`config.mk`:
```
export PLATFORM = sky130hd
export DESIGN_NAME = bram_stream_reader
export DESIGN_NICKNAME = d
export VERILOG_FILES = /design/src/rtl/bram_stream_reader_pkg.sv /design/src/rtl/small_sync_fifo.sv /design/src/rtl/bram_stream_reader.sv
export SDC_FILE = /design/constraint.sdc
export NUM_CORES = 1
export LEC_CHECK = 0
export ABC_AREA = 1
export CAP_MARGIN = 10
export CORE_UTILIZATION = 63
export DETAILED_ROUTE_END_ITERATION = 10
export DONT_BUFFER_PORTS = 1
export HOLD_SLACK_MARGIN = 0.15
export PLACE_DENSITY_LB_ADDON = 0.25
export REMOVE_ABC_BUFFERS = 1
export SETUP_SLACK_MARGIN = 0.1
export SLEW_MARGIN = 20
export SYNTH_ARGS = -nofsm -noshare
export SYNTH_HDL_FRONTEND = slang
export SYNTH_SLANG_ARGS = --single-unit
```
`constraint.sdc`:
```
create_clock -name clk -period 4.5 [get_ports clk]
set_input_delay 0.675 -clock clk [delete_from_list [all_inputs] [get_ports clk]]
set_output_delay 0.675 -clock clk [all_outputs]
set_load 0.1 [all_outputs]
```
`src/rtl/bram_stream_reader_pkg.sv`:
```
// Shared types and constants for the block-RAM stream reader and its response buffer.
// The response entry pairs a RAM word with the request tag it answers.
package bram_stream_reader_pkg;

    localparam int unsigned DEF_MEM_SIZE   = 5;
    localparam int unsigned DEF_DATA_WIDTH = 32;
    localparam int unsigned DEF_TAG_WIDTH  = 4;

    // Read latencies the RAM macro can be configured for.
    localparam int unsigned RD_LAT_MIN = 1;
    localparam int unsigned RD_LAT_MAX = 3;

    typedef struct packed {
        logic [DEF_DATA_WIDTH-1:0] data;
        logic [DEF_TAG_WIDTH-1:0]  tag;
    } rsp_t;

    function automatic bit rd_lat_legal(input int unsigned lat);
        return (lat >= RD_LAT_MIN) && (lat <= RD_LAT_MAX);
    endfunction

endpackage

```
`src/rtl/small_sync_fifo.sv`:
```
// Small single-clock first-word-fall-through FIFO with occupancy count.
// The head entry is presented on pop_data whenever count is non-zero; push and pop may coincide.
module small_sync_fifo #(
    parameter int unsigned DEPTH = 4,
    parameter int unsigned WIDTH = 8,
    localparam int unsigned CNT_W = $clog2(DEPTH + 1)
) (
    input  logic             clk,
    input  logic             rst,
    input  logic             push,
    input  logic [WIDTH-1:0] push_data,
    input  logic             pop,
    output logic [WIDTH-1:0] pop_data,
    output logic [CNT_W-1:0] count
);

    localparam int unsigned PTR_W = (DEPTH > 1) ? $clog2(DEPTH) : 1;

    logic [WIDTH-1:0] mem_q [DEPTH];
    logic [WIDTH-1:0] mem_d [DEPTH];
    logic [PTR_W-1:0] wr_ptr_q, wr_ptr_d;
    logic [PTR_W-1:0] rd_ptr_q, rd_ptr_d;
    logic [CNT_W-1:0] count_q, count_d;
    logic             do_push;
    logic             do_pop;

    function automatic logic [PTR_W-1:0] ptr_inc(input logic [PTR_W-1:0] p);
        return (p == PTR_W'(DEPTH - 1)) ? '0 : p + PTR_W'(1);
    endfunction

    // A full FIFO still accepts a push when the head leaves in the same cycle.
    always_comb begin
        do_pop   = pop && (count_q != '0);
        do_push  = push && ((count_q != CNT_W'(DEPTH)) || do_pop);
        mem_d    = mem_q;
        wr_ptr_d = wr_ptr_q;
        rd_ptr_d = rd_ptr_q;
        count_d  = count_q;
        if (do_push) begin
            mem_d[wr_ptr_q] = push_data;
            wr_ptr_d        = ptr_inc(wr_ptr_q);
        end
        if (do_pop) begin
            rd_ptr_d = ptr_inc(rd_ptr_q);
        end
        if (do_push && !do_pop) begin
            count_d = count_q + CNT_W'(1);
        end else if (do_pop && !do_push) begin
            count_d = count_q - CNT_W'(1);
        end
    end

    always_ff @(posedge clk or posedge rst) begin
        if (rst) begin
            for (int unsigned i = 0; i < DEPTH; i++) begin
                mem_q[i] <= '0;
            end
            wr_ptr_q <= '0;
            rd_ptr_q <= '0;
            count_q  <= '0;
        end else begin
            mem_q    <= mem_d;
            wr_ptr_q <= wr_ptr_d;
            rd_ptr_q <= rd_ptr_d;
            count_q  <= count_d;
        end
    end

    always_ff @(posedge clk) begin
        if (!rst) begin
            assert (!(push && !do_push))
            else $error("small_sync_fifo: push dropped, FIFO overflow");
        end
    end

    assign pop_data = mem_q[rd_ptr_q];
    assign count    = count_q;

endmodule

```
`src/rtl/bram_stream_reader.sv`:
```
// Read-side client for the one-clock block RAM: request stream in, RAM port-B reads out,
// data+tag returned in order on a response stream, with credits sized to the response buffer.
module bram_stream_reader
    import bram_stream_reader_pkg::*;
#(
    parameter int unsigned MEM_SIZE     = DEF_MEM_SIZE,
    parameter int unsigned DATA_WIDTH   = DEF_DATA_WIDTH,
    parameter int unsigned TAG_WIDTH    = DEF_TAG_WIDTH,
    parameter int unsigned READ_LATENCY = 1
) (
    input  logic                  clk,
    input  logic                  rst,
    input  logic                  req_valid,
    output logic                  req_ready,
    input  logic [MEM_SIZE-1:0]   req_addr,
    input  logic [TAG_WIDTH-1:0]  req_tag,
    output logic                  ram_enb,
    output logic [MEM_SIZE-1:0]   ram_addrb,
    input  logic [DATA_WIDTH-1:0] ram_dob,
    output logic                  rsp_valid,
    input  logic                  rsp_ready,
    output logic [DATA_WIDTH-1:0] rsp_data,
    output logic [TAG_WIDTH-1:0]  rsp_tag,
    output logic                  busy
);

    localparam int unsigned FIFO_DEPTH = READ_LATENCY + 2;
    localparam int unsigned CNT_W      = $clog2(FIFO_DEPTH + 1);

    if (!rd_lat_legal(READ_LATENCY)) begin : g_bad_latency
        $error("bram_stream_reader: READ_LATENCY %0d outside %0d..%0d",
               READ_LATENCY, RD_LAT_MIN, RD_LAT_MAX);
    end
    if ((DATA_WIDTH != DEF_DATA_WIDTH) || (TAG_WIDTH != DEF_TAG_WIDTH)) begin : g_bad_width
        $error("bram_stream_reader: widths must match rsp_t in bram_stream_reader_pkg");
    end

    logic                  fire;
    logic                  push;
    logic                  pop;
    logic [READ_LATENCY-1:0] stg_vld_q, stg_vld_d;
    logic [TAG_WIDTH-1:0]  stg_tag_q [READ_LATENCY];
    logic [TAG_WIDTH-1:0]  stg_tag_d [READ_LATENCY];
    logic [CNT_W-1:0]      inflight_q, inflight_d;
    logic [CNT_W-1:0]      fifo_count;
    logic [CNT_W-1:0]      fifo_count_nxt;
    logic [CNT_W-1:0]      occupancy_nxt;
    logic                  req_ready_q, req_ready_d;
    logic                  busy_q, busy_d;
    rsp_t                  push_entry;
    rsp_t                  head_entry;

    assign fire      = req_valid && req_ready_q;
    assign ram_enb   = fire;
    assign ram_addrb = req_addr;
    assign push      = stg_vld_q[READ_LATENCY-1];
    assign rsp_valid = (fifo_count != '0);
    assign pop       = rsp_valid && rsp_ready;

    // Latency shadow pipeline plus credit bookkeeping; req_ready/busy are registered
    // from next-state occupancy so no input reaches them combinationally.
    always_comb begin
        stg_vld_d    = '0;
        stg_tag_d    = stg_tag_q;
        stg_vld_d[0] = fire;
        stg_tag_d[0] = req_tag;
        for (int unsigned i = 1; i < READ_LATENCY; i++) begin
            stg_vld_d[i] = stg_vld_q[i-1];
            stg_tag_d[i] = stg_tag_q[i-1];
        end
        push_entry.data = ram_dob;
        push_entry.tag  = stg_tag_q[READ_LATENCY-1];
        inflight_d      = inflight_q + CNT_W'(fire) - CNT_W'(push);
        fifo_count_nxt  = fifo_count + CNT_W'(push) - CNT_W'(pop);
        occupancy_nxt   = inflight_d + fifo_count_nxt;
        req_ready_d     = (occupancy_nxt < CNT_W'(FIFO_DEPTH));
        busy_d          = (occupancy_nxt != '0);
    end

    always_ff @(posedge clk or posedge rst) begin
        if (rst) begin
            stg_vld_q <= '0;
            for (int unsigned i = 0; i < READ_LATENCY; i++) begin
                stg_tag_q[i] <= '0;
            end
            inflight_q  <= '0;
            req_ready_q <= 1'b1;
            busy_q      <= 1'b0;
        end else begin
            stg_vld_q   <= stg_vld_d;
            stg_tag_q   <= stg_tag_d;
            inflight_q  <= inflight_d;
            req_ready_q <= req_ready_d;
            busy_q      <= busy_d;
        end
    end

    small_sync_fifo #(
        .DEPTH (FIFO_DEPTH),
        .WIDTH ($bits(rsp_t))
    ) u_rsp_fifo (
        .clk       (clk),
        .rst       (rst),
        .push      (push),
        .push_data (push_entry),
        .pop       (pop),
        .pop_data  (head_entry),
        .count     (fifo_count)
    );

    assign req_ready = req_ready_q;
    assign busy      = busy_q;
    assign rsp_data  = head_entry.data;
    assign rsp_tag   = head_entry.tag;

endmodule
```
# Yosys cells after proc, flatten, opt, wreduce, memory -nomap -nowiden
# Index checks and enable logic that the tools add are counted.
# W data, S select, Z words.
# word_totals
inputBits,45
latch_bits,0
ff_bits,123
mem_bits_ro,0
n_memories,0
output_inout_bits,45
word_cells,52
ram_bits,0
# classes
n_bitwise,2
n_reduce_logical,13
eq_ne,3
n_lt_le_gt_ge,4
addsub,9
mux,10
mul,0
shift,0
div,0
# op_table
op,n
$bwmux W108,1
$mux W36,3
$bmux W36 S2,1
$demux W36 S2,1
$mux W2,4
$logic_and A1 B1 Y1,7
$add A2 B1 Y2 const B,3
$ge A3 B3 Y1 const B,2
$not A2 Y3,2
$reduce_bool A2 Y1,3
$add A2 B1 Y2,2
$eq A2 B2 Y1 const B,2
$sub A2 B1 Y2,2
$lt A3 B1 Y1 const B,1
$add A2 B2 Y2,1
$logic_not A1 Y1,2
$lt A2 B2 Y1 const B,1
$ne A2 B2 Y1 const B,1
$sub A2 B1 Y2 const B,1
$logic_or A1 B1 Y1,1

# Logic depth before layout (Yosys ltp)
# logic_depth
ltp_word,9
mapped_depth,15
ltp_nobuf,15

# Hierarchy
# A second synthesis with hierarchy kept.
# hier_totals
hier_cells,727
area_unflattened_um2,5874.4
# modules_own_cells
mod,instances,cells_per_inst,area_each_um2,seq_area_each_um2
small_sync_fifo,1,673,5391.4,2852.7
bram_stream_reader,1,54,483.0,226.5

# Least setup slack after synthesis
# OpenSTA, ideal clock, no wires.
# synth_path
path_type,flip-flop to flip-flop
startpoint,register req_ready_q (netlist: req_ready)
endpoint,register busy_q (netlist: busy)
period_less_slack_ns,3.015
path_buffers,0
stages_incl_launch_ff,14
setup_time_ns,0.127
path_slack_ns,1.485
t_required_ns,4.373
arrival_ns,2.888
path_cell_list,dfstp_2 -> nand2_1 -> inv_1 -> ha_1 -> inv_1 -> ha_1 -> inv_1 -> fa_1 -> inv_1 -> nand3_1 -> nand2_1 -> inv_1 -> nand2_1 -> nand3b_1
# synth_via
elab_chain_cells,5
# synth_lines
item,line,source
start: declaration,bram_stream_reader.sv:48,"logic req_ready_q, req_ready_d;"
start signal: assignment,bram_stream_reader.sv:93,req_ready_q <= req_ready_d;
$logic_and A1 B1 Y1,bram_stream_reader.sv:53,assign fire = req_valid && req_ready_q;
net ram_enb,bram_stream_reader.sv:17,"output logic ram_enb,"
$add A2 B1 Y2,bram_stream_reader.sv:73,inflight_d = inflight_q + CNT_W'(fire) - CNT_W'(push);
$sub A2 B1 Y2,bram_stream_reader.sv:73,
net inflight_d[0],bram_stream_reader.sv:44,"logic [CNT_W-1:0] inflight_q, inflight_d;"
$add A2 B2 Y2,bram_stream_reader.sv:75,occupancy_nxt = inflight_d + fifo_count_nxt;
$reduce_bool A2 Y1,bram_stream_reader.sv:77,busy_d = (occupancy_nxt != '0);
net busy_d,bram_stream_reader.sv:49,"logic busy_q, busy_d;"
end signal: assignment,bram_stream_reader.sv:94,busy_q <= busy_d;
end: declaration,bram_stream_reader.sv:49,
# The timed path passes the listed nets, and every way through them passes these cells.
# A chain may end at the register's enable or synchronous reset.

# Worst setup path after layout
# layout_path
startpoint,register u_rsp_fifo.rd_ptr_q[0]
endpoint,output port rsp_tag[3]
# layout_via
elab_chain_cells,4
# layout_lines
item,line,source
start: declaration,small_sync_fifo.sv:22,"logic [PTR_W-1:0] rd_ptr_q, rd_ptr_d;"
start signal: assignment,small_sync_fifo.sv:64,rd_ptr_q <= rd_ptr_d;
$not A2 Y3 (implied by the code),small_sync_fifo.sv:76,assign pop_data = mem_q[rd_ptr_q];
$bmux W36 S2,small_sync_fifo.sv:76,
$mux W36 (implied by the code) (2 in series),small_sync_fifo.sv:76,
end: declaration,bram_stream_reader.sv:23,"output logic [TAG_WIDTH-1:0] rsp_tag,"
# No other way between the ends. The select of a mux whose other input is x is not followed.

==> metrics.txt <==
Distinct cells, synth=22; CP Cell Sequence=inv_1, nand2_1, clkinv_1, buf_4, nand2_1, nand3_1, buf_4; Top delay family on crit path=buffers and inverters; crit share post-route=about two thirds; Max Clock Skew=0.00759 ns; fin. max-slew vios=0; GRT Residual Overflow=0; CORE AREA=around 8300 sq um; drt first pass iters=7; num ports=90; Worst Setup Start Kind=flop; Cells after Synth=623; area leader, netlist=dfrtp_1; vias=4309; Worst-path clk slew=approximately 0.06 ns; post-synthesis sequential area ratio=a little under three fifths; RSZ-0062 raised after global routing=false; Worst Setup End Kind=output pin; wire per inst=15.6 um; CP Class=reg -> out; Post-Place Cells=730; clock buffer depth=2; routability congestion estimate=~0.83; DRT iter0 DRCs=roughly 370; Worst-Skew Late Latency=slightly above 0.5 ns; initial core utilization=about two thirds; outcome=complete, no violations; total routed wirelength=~12000 um; type of the most critical hold path=in -> reg; Root Driver=clkbuf_8; placed wire-length estimate=6590 um; Die X=95.7 um; CTS Sinks=about 120; largest net degree at the start of global routing=74; main area contributors after synthesis=dfrtp_1 55%, nand2_1 14%, o21ai_0 6.8%; synthesis-to-layout area growth=13.3%; CTS tree=done; Setup Viol. Count Final=0; measured slew at the worst slew-check pin=around 0.9 ns; post-cts sizing count=0; Synth Area per Inst=~8.9 sq um; Filler cells=588; crit path max fanout=19; port buffer count=0; Max-slew headroom=38.4%; mapped cell area=between 5000 and 6000 sq um; Final TNS setup=0 ns; commonest non-fill, non-tap cell in the layout=nand2_1; Max H-tree Level=4; Yosys warnings=0; CTS Buf Count=17; Worst path slowest cell=clkinv_1; dpl cell area=5680 sq um; Rows=33; vias in the first global route=4190; Req. time, crit path=around 3.8 ns; diodes inserted=0; Die Y-Extent=95.7 um; global-route wire length before repair=roughly 20000 um; via-per-instance ratio=5.65; Yosys reg bits=123; design area=between 6000 and 7000 sq um; CP bufs+invs=4; initial antenna violation count=0; die area=9160 sq um; GRT Util Overall=a little under 30%; fraction of layout cells with a size suffix above 1=14.9%; # Max-Cap Violations=0; final hold vios=0; worst path arrival time=2.38 ns; Max Fclk=327 MHz; Routed Antenna Nets=0; CP max stage delay=a little under 0.5 ns; crit path time final=approximately 3 ns; Finished Layout Cells=around 760; detailed-route DRC error count=0; Nets=695; most frequent cells in the layout=201 x nand2_1, 122 x dfrtp_1, 75 x o21ai_0; post-synth top area share=55.2%
## stage by stage
stage	hold WS (ns)	worst slack, ns	util (%)
floorplan	0.453	0.556	-
global placement	0.465	1.79	68.1
detailed placement	0.469	1.69	68.1
CTS	0.169	1.43	75.1
global route	0.168	1.32	75.1
finish	0.189	1.44	75.1
## worst paths after layout
check                                        to  cells past startpoint              startpoint  slack [ns]
setup reg to reg                           busy                     13     u_rsp_fifo.count[0]        1.68
min in group asynchronous                  push                      2                     rst        0.68
setup / recovery                     rsp_tag[3]                      7  u_rsp_fifo.rd_ptr_q[0]        1.44
hold reg to reg            u_rsp_fifo.mem_q[43]                      2    u_rsp_fifo.mem_q[43]        0.48
max in group asynchronous  u_rsp_fifo.mem_q[76]                      3                     rst        2.87
hold / removal                     stg_tag_q[0]                      0              req_tag[0]        0.19
## synthesized netlist by cell type, drive strengths merged
cell type,instances
nand3b,2
buf,30
o21a,1
fa,1
o21ai,113
a21oi,1
clkinv,2
xnor2,1
dfstp,1
nand3,77
nand2,201
inv,55
ha,4
dfrtp,122
clkbuf,11
xor2,1
## routing by layer
layer  global-route usage (%)  vias to the layer above  wire [um]
met5                        0                        -          0
met4                     11.9                        0        194
met3                     7.11                       20        764
met2                     48.1                      155       5920
met1                     36.5                     2087       5020
li1                         -                     2047          -
## registers in the layout (all words and copies together), names as in the netlist
signal,count
push,1
u_rsp_fifo.count,2
inflight_q,2
stg_tag_q,4
busy,1
req_ready,1
u_rsp_fifo.rd_ptr_q,2
u_rsp_fifo.wr_ptr_q,2
u_rsp_fifo.mem_q,108
## worst reg2reg max path: stages (launching register included)
cell and delay, ns:
dfrtp_1 0.43, inv_1 0.11, nand2_1 0.57, nand2_1 0.35
inv_1 0.11, ha_1 0.28, inv_1 0.05, fa_1 0.38
inv_1 0.07, nand3_1 0.07, nand2_1 0.08, inv_1 0.04
nand2_1 0.07, nand3b_1 0.09
## area by class of cell
| class | instances | area [sq um] | area share, % |
|---|---|---|---|
| well taps | 105 | 131 | 2.10 |
| repair buffers | 44 | 333 | 5.31 |
| clock inverters | 13 | 144 | 2.30 |
| clock buffers | 19 | 432 | 6.89 |
| multi-input cells | 402 | 1930 | 30.8 |
| flip-flops and latches | 123 | 3080 | 49.2 |
| inverters | 57 | 216 | 3.46 |
## cell families (layout without fill, tap and decap cells)
logic type,after synthesis,after routing,share of synthesized area (%)
compound gates,115,115,11.7
xor+xnor,2,2,0.317
fa+ha+maj,5,5,1.27
buf+inv,98,133,9.43
flops,123,123,55.7
simple gates,280,280,21.6
## timing repair
action	in CTS	in global routing
setup buffers	0	0
hold buffers	1	0
endpoints found under the hold margin	39	0
Power is not shown: default switching activity piles up to over one toggle a cycle in this logic, so the estimate is an artifact.
